==> config.mk <==
export PLATFORM = sky130hd
export DESIGN_NAME = xor_decrypt_stream
export DESIGN_NICKNAME = d
export VERILOG_FILES = /design/src/rtl/xor_cipher_defs.sv /design/src/rtl/nibble_fifo2.sv /design/src/rtl/xor_decrypt_stream.sv
export SDC_FILE = /design/constraint.sdc
export NUM_CORES = 1
export LEC_CHECK = 0
export ABC_AREA = 0
export BUFFER_PORTS_ARGS = -buffer_cell sky130_fd_sc_hd__buf_2
export CORE_MARGIN = 3
export CORE_UTILIZATION = 55
export CTS_CLUSTER_SIZE = 28
export DETAILED_ROUTE_END_ITERATION = 16
export PLACE_DENSITY = 0.78
export SLEW_MARGIN = 25
export SYNTH_ARGS = -nofsm -noshare
export SYNTH_HDL_FRONTEND = slang
export SYNTH_HIERARCHICAL = 1
export SYNTH_SLANG_ARGS = --single-unit
==> constraint.sdc <==
create_clock -name clk -period 2.7 [get_ports clk]
set_clock_uncertainty 0.15 [all_clocks]
set_input_delay 0.54 -clock clk [delete_from_list [all_inputs] [get_ports clk]]
set_output_delay 0.54 -clock clk [all_outputs]
set_load 0.03 [all_outputs]
==> src/rtl/xor_cipher_defs.sv <==
// Shared definitions for the XOR cipher receive path.
// Contents: nibble width, key length limit and the decrypt FSM state encoding.
package xor_cipher_defs;

  localparam int unsigned NIBBLE_W    = 4;
  localparam int unsigned MAX_KEY_LEN = 16;

  typedef enum logic [1:0] {
    NOKEY  = 2'd0,
    ACTIVE = 2'd1,
    DRAIN  = 2'd2
  } state_e;

endpackage

==> src/rtl/nibble_fifo2.sv <==
// Two-entry nibble FIFO used as the plaintext output buffer.
// Ports: clk, reset (sync, active-high), push/din write side,
//        pop/dout read side (dout is 0 when empty), count/full/empty status.
// A push while full and a pop while empty are ignored.
module nibble_fifo2
  import xor_cipher_defs::*;
(
  input  logic                clk,
  input  logic                reset,
  input  logic                push,
  input  logic [NIBBLE_W-1:0] din,
  input  logic                pop,
  output logic [NIBBLE_W-1:0] dout,
  output logic [1:0]          count,
  output logic                full,
  output logic                empty
);

  logic [NIBBLE_W-1:0] mem [2];
  logic                wr_ptr;
  logic                rd_ptr;
  logic [1:0]          count_q;
  logic                push_ok;
  logic                pop_ok;

  assign full    = (count_q == 2'd2);
  assign empty   = (count_q == 2'd0);
  assign count   = count_q;
  assign push_ok = push & ~full;
  assign pop_ok  = pop & ~empty;
  assign dout    = empty ? '0 : mem[rd_ptr];

  // Storage, pointers and occupancy; push+pop together leaves count unchanged.
  always_ff @(posedge clk) begin
    if (reset) begin
      mem[0]  <= '0;
      mem[1]  <= '0;
      wr_ptr  <= 1'b0;
      rd_ptr  <= 1'b0;
      count_q <= 2'd0;
    end else begin
      if (push_ok) begin
        mem[wr_ptr] <= din;
        wr_ptr      <= ~wr_ptr;
      end
      if (pop_ok) begin
        rd_ptr <= ~rd_ptr;
      end
      case ({push_ok, pop_ok})
        2'b10:   count_q <= count_q + 2'd1;
        2'b01:   count_q <= count_q - 2'd1;
        default: count_q <= count_q;
      endcase
    end
  end

endmodule

==> src/rtl/xor_decrypt_stream.sv <==
// XOR stream decryptor: ciphertext nibbles in over valid/ready, XORed with a
// rotating KEY_LEN-nibble key, plaintext out through a 2-entry buffer.
// Ports: clk, reset (sync, active-high); key_load/key_in key interface
//        (nibble 0 used first); s_valid/s_ready/s_data ciphertext input;
//        m_valid/m_ready/m_data plaintext output; key_ok key-present flag.
// Optional macro XOR_DEC_CHECKSUM_EN adds chk_out, the running XOR of all
// plaintext pushed since the last key load or reset.
module xor_decrypt_stream
  import xor_cipher_defs::*;
#(
  parameter int unsigned KEY_LEN = 4,
  parameter int unsigned DATA_W  = 4
) (
  input  logic                      clk,
  input  logic                      reset,
  input  logic                      key_load,
  input  logic [KEY_LEN*DATA_W-1:0] key_in,
  input  logic                      s_valid,
  output logic                      s_ready,
  input  logic [DATA_W-1:0]         s_data,
  output logic                      m_valid,
  input  logic                      m_ready,
  output logic [DATA_W-1:0]         m_data,
  output logic                      key_ok
`ifdef XOR_DEC_CHECKSUM_EN
  ,
  output logic [DATA_W-1:0]         chk_out
`endif
);

  localparam int unsigned KEY_W = KEY_LEN * DATA_W;
  localparam int unsigned IDX_W = (KEY_LEN > 1) ? $clog2(KEY_LEN) : 1;

  state_e              state_q;
  state_e              state_d;
  logic [KEY_W-1:0]    key_q;
  logic [IDX_W-1:0]    idx_q;
  logic                key_ok_q;
  logic                load_key;
  logic                accept;
  logic                pop;
  logic [DATA_W-1:0]   key_nib;
  logic [DATA_W-1:0]   plain;
  logic [1:0]          fifo_count;
  logic                fifo_full;
  logic                fifo_empty;

  // State register.
  always_ff @(posedge clk) begin
    if (reset) state_q <= NOKEY;
    else       state_q <= state_d;
  end

  // Next state: a key change requested with data buffered waits in DRAIN.
  always_comb begin
    state_d = state_q;
    case (state_q)
      NOKEY:   if (key_load) state_d = ACTIVE;
      ACTIVE:  if (key_load && (fifo_count != 2'd0)) state_d = DRAIN;
      DRAIN:   if (fifo_count == 2'd0) state_d = ACTIVE;
      default: state_d = NOKEY;
    endcase
  end

  // Outputs: s_ready depends only on registered state/occupancy and key_load.
  always_comb begin
    s_ready  = 1'b0;
    load_key = 1'b0;
    case (state_q)
      NOKEY:  load_key = key_load;
      ACTIVE: begin
        s_ready  = ~fifo_full & ~key_load;
        load_key = key_load & (fifo_count == 2'd0);
      end
      DRAIN:  load_key = key_load & (fifo_count == 2'd0);
      default: ;
    endcase
  end

  assign accept = s_valid & s_ready;
  assign pop    = m_valid & m_ready;

  // Current key nibble selected by the rotation index.
  always_comb begin
    key_nib = '0;
    for (int unsigned i = 0; i < KEY_LEN; i++) begin
      if (idx_q == IDX_W'(i)) key_nib = key_q[i*DATA_W +: DATA_W];
    end
  end

  assign plain = s_data ^ key_nib;

  // Key register, rotation index and key-present flag.
  always_ff @(posedge clk) begin
    if (reset) begin
      key_q    <= '0;
      idx_q    <= '0;
      key_ok_q <= 1'b0;
    end else if (load_key) begin
      key_q    <= key_in;
      idx_q    <= '0;
      key_ok_q <= 1'b1;
    end else if (accept) begin
      idx_q <= (idx_q == IDX_W'(KEY_LEN - 1)) ? '0 : idx_q + IDX_W'(1);
    end
  end

  assign key_ok = key_ok_q;

`ifdef XOR_DEC_CHECKSUM_EN
  logic [DATA_W-1:0] chk_q;

  // Running XOR of pushed plaintext; load and accept never coincide.
  always_ff @(posedge clk) begin
    if (reset)         chk_q <= '0;
    else if (load_key) chk_q <= '0;
    else if (accept)   chk_q <= chk_q ^ plain;
  end

  assign chk_out = chk_q;
`endif

  nibble_fifo2 u_out_buf (
    .clk   (clk),
    .reset (reset),
    .push  (accept),
    .din   (plain),
    .pop   (pop),
    .dout  (m_data),
    .count (fifo_count),
    .full  (fifo_full),
    .empty (fifo_empty)
  );

  assign m_valid = ~fifo_empty;

endmodule

# Yosys cells after proc, flatten, opt, wreduce, memory -nomap -nowiden
# Memories as Yosys holds them, arrays and structs flattened. A register that Yosys moved wholly into a read port is not among the register bits.
# Cells that the tools add are included.
dict set report classes {
  n_addsub 3
  n_mul 0
  div_mod_pow 0
  magnitude_cmp 0
  eq_ne 11
  n_shift 0
  n_mux 23
  bitwise 12
  reduce_logical 10
}
# op count
set op_table {}
lappend op_table {{$mux W4} 6}
lappend op_table {{$eq A2 B2 Y1 const B} 5}
lappend op_table {{$mux W1} 10}
lappend op_table {{$mux W2} 4}
lappend op_table {{$and A1 B1 Y1} 6}
lappend op_table {{$eq A2 B1 Y1 const B} 3}
lappend op_table {{$logic_not A2 Y1} 3}
lappend op_table {{$pmux W2 S3} 1}
lappend op_table {{$not A1 Y1} 5}
lappend op_table {{$add A2 B1 Y2 const B} 2}
lappend op_table {{$ne A2 B2 Y1 const B} 2}
lappend op_table {{$pmux W2 S2} 1}
lappend op_table {{$reduce_bool A2 Y1} 2}
lappend op_table {{$reduce_or A2 Y1} 2}
lappend op_table {{$reduce_or A4 Y1} 1}
lappend op_table {{$xor A4 B4 Y4} 1}
lappend op_table {{$reduce_and A3 Y1} 1}
lappend op_table {{$ne A2 B1 Y1 const B} 1}
lappend op_table {{$pmux W1 S2} 1}
lappend op_table {{$sub A2 B1 Y2 const B} 1}
lappend op_table {{$logic_and A1 B1 Y1} 1}
dict set report totals {
  regBits 25
  latch_bits 0
  ramBits 8
  mem_bits_ro 0
  inputBits 25
  wordCells 67
  memories 1
}
# memory depth word_bits read_ports rd_ports_with_merged_regs write_ports line
set memory_table {}
lappend memory_table {u_out_buf.mem 2 4 1 1 2 nibble_fifo2.sv:19} ;# logic [NIBBLE_W-1:0] mem [2];

# Longest topological paths before layout
# Gate-level depths: netlist (run 1).
dict set report depth {
  depth_word 11
  ltp_mapped 8
}

# By module
# Netlist (run 1), hierarchy kept.
# module instances cells_each area_each_um2 seq_area_each_um2
set modules_own_cells {}
lappend modules_own_cells {xor_decrypt_stream 1 136 1296.2 420.4}
lappend modules_own_cells {nibble_fifo2 1 59 601.8 340.3}

# Worst setup path after synthesis (run 1)
# OpenSTA, ideal clock, no wires.
dict set report synth_path {
  kind {reg2reg}
  from {reg u_out_buf.count_q[0] (netlist: u_out_buf/count[0])}
  to {reg u_out_buf.count_q[1] (netlist: u_out_buf/count[1])}
  setup_ns 0.070
  t_arrival_ns 1.956
  t_required_ns 2.480
  path_slack_ns 0.523
  path_stages_with_launch 8
  synth_period_minus_slack_ns 2.177
  path_cell_list {dfxtp_1 > nand2b_4 > inv_2 > and4bb_1 > nand2_1 > ha_1 > or3_1 > a21oi_1}
}
dict set report synth_via {
  elab_chain_len 8
  elab_cells_between_ends 16
  classes_between {add/sub (2); eq/ne (3); mux (2); bitwise (7); reduce/logical (2)}
}
# item line
set synth_lines {}
lappend synth_lines {{from (decl)} nibble_fifo2.sv:22} ;# logic [1:0] count_q;
lappend synth_lines {{from (signal assigned)} nibble_fifo2.sv:50} ;# 2'b10: count_q <= count_q + 2'd1;
lappend synth_lines {{from (signal assigned)} nibble_fifo2.sv:51} ;# 2'b01: count_q <= count_q - 2'd1;
lappend synth_lines {{from (signal assigned)} nibble_fifo2.sv:52} ;# default: count_q <= count_q;
lappend synth_lines {{$eq A2 B2 Y1 (*)} nibble_fifo2.sv:26} ;# assign full = (count_q == 2'd2);
lappend synth_lines {{via fifo_full} xor_decrypt_stream.sv:45} ;# logic fifo_full;
lappend synth_lines {{$not A1 Y1 (*)} xor_decrypt_stream.sv:72} ;# s_ready = ~fifo_full & ~key_load;
lappend synth_lines {{$and A1 B1 Y1 (*)} xor_decrypt_stream.sv:72}
lappend synth_lines {{$mux W1 (*)} xor_decrypt_stream.sv:69} ;# case (state_q)
lappend synth_lines {{$and A1 B1 Y1 (*)} xor_decrypt_stream.sv:80} ;# assign accept = s_valid & s_ready;
lappend synth_lines {{via accept} xor_decrypt_stream.sv:40} ;# logic accept;
lappend synth_lines {{$and A1 B1 Y1 (*)} nibble_fifo2.sv:29} ;# assign push_ok = push & ~full;
lappend synth_lines {{$eq A2 B1 Y1 or $eq A2 B2 Y1 (tied branches)} nibble_fifo2.sv:49} ;# case ({push_ok, pop_ok})
lappend synth_lines {{$pmux W2 S2 or $reduce_bool A2 Y1 (tied branches)} n/a}
# Mark *: on every way through the listed nets, which the timed path passes. The rest lies on a longest branch.
# A chain may end at the register's enable or synchronous reset.

==> results.cfg, run 1 <==
[critical_path]
path_cells = nand2b_4 -> inv_2 -> and4bb_1 -> buf_4 -> inv_1 -> or3_1 -> nand2b_1
crit_fanout = 8
crit_slowest_cell = dfxtp_1
cp_slowest_stage_delay_ns = 0.49
crit_arrival_ns = 2.16
critPathKind = flop to flop
cp-end-kind = flop
crit_family = simple AND/OR/NAND/NOR gates
startpoint_type = flop
crit_buf_inv = 3
cp_data_required_time_ns = 2.60

[placed_design]
preCtsSetupSlack_ns = 0.492
routabilityCongestion = 0.723
dpl.hpwl_um = 2550
port-buffer-count = 31

[floorplan]
dieHeight_um = 64.7
num_rows = 20
die_x_um = 64.7
die_area_sq_mm = 0.00419
pin_count = 32
core-area_sq_mm = 0.00318
initial_core_util_pct = 59.7

[route]
ant_nets = 0
wl_per_cell_um = 12.8
drc_errors = 0
first_iter_violations = 29
wirelength_um = 3480
drt_pass1_iterations = 4
via_per_inst = 5.08
vias = 1376

[clocking]
cts_tree = done
clk_path_buf_depth = 2
ctsResizeCount = 0
cts_root_buffer = clkbuf_4
hold_buffers = 0
cts.sinks = 34
cts_setup_buffers = 0
numCtsBuffers = 5
clk_latency_ns = 0.35
clk_pin_slew_ns = 0.11
cts.htree.levels = 2

[global_routing]
grt_max_degree = 49
grt_pass1_vias = 1453
globalRouteOverflowTotal = 0
grt_pass1_wl_um = 6100
antenna_found_initial = 0
grt_usage_pct = 18.9

[pwr]
power_leakage_nw = 0.914
powerDensity_mw_per_mm2 = 714
peakVddDrop_v = 0.000678

[layout]
drive_gt1_share_pct = 21.1
nets = 260
syn2layout_area_growth_pct = 14.8
diodes = 0

[synth]
yosys.area_share.xor_xnor_pct = 3.23
synthCells = 195
synth-seq-cells = 34
ys_top_cells_by_count = nand2b_1 (35), dfxtp_1 (26), mux2i_1 (23), nor2_1 (19)
synthArstFlopShare_pct = 0
yosys.area.top_type = dfxtp_1
synth-simple-area-share_pct = 25.8
synth-main-ff-cell = dfxtp_1
synth_cell_types = 32
synth_most_common_cell = nand2b_1
netlist_area_sq_mm = 0.00190
seq_area_frac_synth_pct = 40.1
synth_edf_count = 8
avgSynthCellArea_sq_um = 9.73
synth_fp_nets = 229
synth_top_area_share_pct = 27.4
synth_adder_area_share_pct = 5.93
synthMuxAreaShare_pct = 12.7
synth_compound_area_share_pct = 7.25
yosys-top-cells-area = dfxtp_1 (27%), edfxtp_1 (13%), mux2i_1 (12%)
synth_top_family_by_area = simple AND/OR/NAND/NOR gates
ys_warn_count = 6

[timing]
finalSetupTns_ns = 0
finalHoldViolations = 0
grt_setup_unrepaired = no
fin_crit_sh_pct = 83.6
worstMarginPinSlew_ns = 0.598
fmax_mhz = 443
slew_headroom_pct = 60.1
setup_ws_ns = 0.444
maxSlewViolCount = 0
min_period_ns = 2.26
setup_violations = 0

[min_path]
hold_class = input port to flop

[status]
status = finished clean

[run]
drv_cap = 0
-- flip-flops by register name, summed over array words and instances, names as in the netlist, named ones only --
name              flops
u_out_buf/mem         8
u_out_buf/rd_ptr      1
u_out_buf/count       2
u_out_buf/wr_ptr      1
idx_q                 2
key_q                16
key_ok                1
state_q               2
-- worst paths after layout --
path	cells after the start	to	start	slack, ns
setup reg to reg	7	u_out_buf/mem[0][1]	u_out_buf/count[0]	0.44
hold reg to reg	2	key_q[5]	key_q[5]	0.34
setup / recovery	7	u_out_buf/mem[0][1]	u_out_buf/count[0]	0.44
hold / removal	3	key_q[4]	key_in[4]	0.30
-- worst min-delay path: cells and delay by family --
| kind | cells | cell delay [ns] |
|---|---|---|
| muxes | 1 | 0.06 |
| and+or+nand+nor | 1 | 0.05 |
| buffers and inverters | 1 | 0.09 |
-- cells in the final DEF (no fill, tap or decap), types with 6 or more instances in the layout --
cell,netlist,layout
edfxtp_1,8,8
nand2b_1,35,35
inv_1,9,9
nor2_1,19,19
a211oi_1,8,8
mux2i_1,23,23
buf_2,0,31
xor2_1,6,6
ha_1,9,9
dfxtp_1,26,26
-- logic make-up (layout without fill, tap and decap cells) --
group / Yosys count / after routing
simple gates: 83 / 83
buf+inv: 19 / 51
mux: 24 / 24
xor+xnor: 7 / 7
compound gates: 19 / 19
fa+ha+maj: 9 / 9
flops: 34 / 34
-- final cells by class --
type,instances,area (sq um)
clock inverters,3,68.8
clock buffers,5,37.5
fillers,282,998
flip-flops and latches,34,761
well taps,44,55.1
repair buffers,33,170
multi-input cells,142,1050
inverters,10,37.5
-- routing by layer --
layer | up-vias | wire length, um | global-route usage, %
li1 | 722 | - | -
met1 | 617 | 1570 | 22.2
met2 | 30 | 1670 | 32.3
met3 | 7 | 201 | 6.24
met4 | 0 | 47 | 6.07
met5 | - | 0 | 0
-- stage by stage --
step           utilization [%]  area [sq um]  power, mW  hold slack (ns)  instances
2_1_floorplan                -          1900       1.01            0.299        195
3_3_place_gp              65.2          2070       1.08            0.308        263
3_5_place_dp              65.2          2070       1.10            0.322        263
4_1_cts                   68.6          2180       1.57            0.288        271
5_1_grt                   68.6          2180       1.65            0.283        271
6_report                  68.6          2180       1.56            0.297        271
-- report_power, final --
group          internal (mW)  switching (mW)
clock network          0.289           0.181
registers              0.603          0.0564
logic                  0.200           0.227
total                   1.09           0.464
No activity file was read; power rests on OpenSTA's default activity.
==> inputs of run 2 (changes only) <==
ABC_AREA = 1   (was 0)
clock period = 2.3 ns   (was 2.7 ns; I/O delays follow)
==> results.cfg, run 2 <==
[synth]
yosys-top-cells-area = dfxtp_1 (25%), edfxtp_1 (12%), nand2_1 (10%)
synth_edf_count = 8
ys_warn_count = 6
avgSynthCellArea_sq_um = 8.13
synth-main-ff-cell = dfxtp_1
ys_top_cells_by_count = nand2_1 (57), inv_1 (30), dfxtp_1 (26), nor2_1 (26)
synthCells = 253
synth_top_area_share_pct = 25.3
synth_cell_types = 30
synth-seq-cells = 34
seq_area_frac_synth_pct = 37.0
yosys.area.top_type = dfxtp_1
synthArstFlopShare_pct = 0
synth_fp_nets = 287
synth_most_common_cell = nand2_1
netlist_area_sq_mm = 0.00206

[layout]
nets = 321
largest_register_ffs = 16
top_regs = key_q: 16 flops, u_out_buf/mem: 8 flops
final_cell_mix = nand2_1 (57), buf_2 (31), inv_1 (30)
drive_gt1_share_pct = 31.9
diodes = 0
top_register = key_q
final_common_cell = nand2_1
post-route-util_pct = 66.8
syn2layout_area_growth_pct = 12.7

[floorplan]
die_x_um = 67.1
num_rows = 21
pin_count = 32
die_area_sq_mm = 0.00451
dieHeight_um = 67.1
core-area_sq_mm = 0.00347
initial_core_util_pct = 59.3

[route]
via_per_inst = 4.82
drc_errors = 0
drt_pass1_iterations = 4
wirelength_um = 3550
wl_per_cell_um = 10.6
first_iter_violations = 41
vias = 1610
ant_nets = 0

[global_routing]
antenna_found_initial = 0
globalRouteOverflowTotal = 0
grt_max_degree = 19
grt_pass1_wl_um = 6180
grt_usage_pct = 18.4
grt_pass1_vias = 1479

[timing]
setup_ws_ns = 0.309
maxSlewViolCount = 0
finalSetupTns_ns = 0
slew_headroom_pct = 77.9
fmax_mhz = 502
hold_slack_ns = 0.277
min_period_ns = 1.99
finalHoldViolations = 0
setup_violations = 0
worstMarginPinSlew_ns = 0.332
grt_setup_unrepaired = no
fin_crit_sh_pct = 86.5

[critical_path]
critPathKind = flop to flop
crit_fanout = 5
startpoint_type = flop
reg2reg_from = state_q[1]
reg2regPathDepth = 10
crit_arrival_ns = 1.82
r2r-end = u_out_buf/mem[1][1]
cp_data_required_time_ns = 2.13
rrSetupSlack_ns = 0.31
cp-end-kind = flop

[placed_design]
routabilityCongestion = 0.808
dpl.hpwl_um = 2770
preCtsSetupSlack_ns = 0.296
port-buffer-count = 31

[clocking]
numCtsBuffers = 5
clk_latency_ns = 0.29
clk_path_buf_depth = 2
ctsResizeCount = 0
cts_setup_buffers = 0
clk_pin_slew_ns = 0.07
cts.htree.levels = 2
cts.sinks = 34
cts_tree = done
cts_root_buffer = clkbuf_8
hold_buffers = 0

[status]
status = finished clean

[min_path]
min_path_cells = 3
whs_endpoint = key_q[2]
hold_class = input port to flop
min_from = key_in[2]

[pwr]
powerDensity_mw_per_mm2 = 917
peakVddDrop_v = 0.000719
power_leakage_nw = 1.05

[run]
drv_cap = 0
## run 2: layout make-up
cell class / instances / area, sq um
repair buffers: 34 / 178
well taps: 46 / 57.6
multi-input cells: 179 / 1090
inverters: 33 / 124
fillers: 299 / 1150
flip-flops and latches: 34 / 761
clock buffers: 8 / 110
## run 2: per-stage QoR
step / std cells / power [mW] / area, sq um
2_1_floorplan: 253 / 1.58 / 2060
3_3_place_gp: 326 / 1.62 / 2210
3_5_place_dp: 326 / 1.63 / 2210
4_1_cts: 334 / 2.14 / 2320
5_1_grt: 334 / 2.28 / 2320
6_report: 334 / 2.12 / 2320
## run 2: where the power goes
part           leakage [nW]  internal, mW  switching (mW)  total [mW]
combinational         0.696         0.295           0.541       0.836
sequential            0.296         0.712          0.0659       0.778
clock                0.0575         0.302           0.207       0.509
total                  1.05          1.31           0.815        2.12
## run 2: worst max path at each step
stage	startpoint	end	slack, ns	cells past startpoint
2_1_floorplan	u_out_buf/count[0]	u_out_buf/mem[1][0]	0.06	9
3_3_place_gp	key_load	u_out_buf/mem[1][1]	0.32	8
6_report	state_q[1]	u_out_buf/mem[1][1]	0.31	10
5_1_grt	state_q[1]	u_out_buf/mem[1][1]	0.14	10
4_1_cts	state_q[1]	u_out_buf/mem[1][1]	0.31	10
3_5_place_dp	key_load	u_out_buf/mem[1][1]	0.30	8
## run 2: logic make-up after synthesis
kind of cell | synth area share (%)
AND/OR/NAND/NOR | 36.0
buffers and inverters | 10.2
AO/OA/AOI/OAI | 11.3
flip-flops | 37.0
adder cells (fa/ha/maj) | 5.48
## run 2: critical path: stages, from the launching register on
cell and delay [ns]:
dfxtp_1 0.34, inv_1 0.08, ha_1 0.16, inv_1 0.06
nor3_2 0.18, nand2_1 0.13, inv_1 0.10, inv_1 0.07
nor2_4 0.14, nand3_2 0.11, nand2_1 0.17
## run 2: layer usage
layer	part of all wire (%)	track usage [%]	vias to the layer above
li1	-	-	870
met1	47	22.2	706
met2	46	29.9	28
met3	4.7	6.32	6
met4	1.7	7.09	0
met5	0	0	-
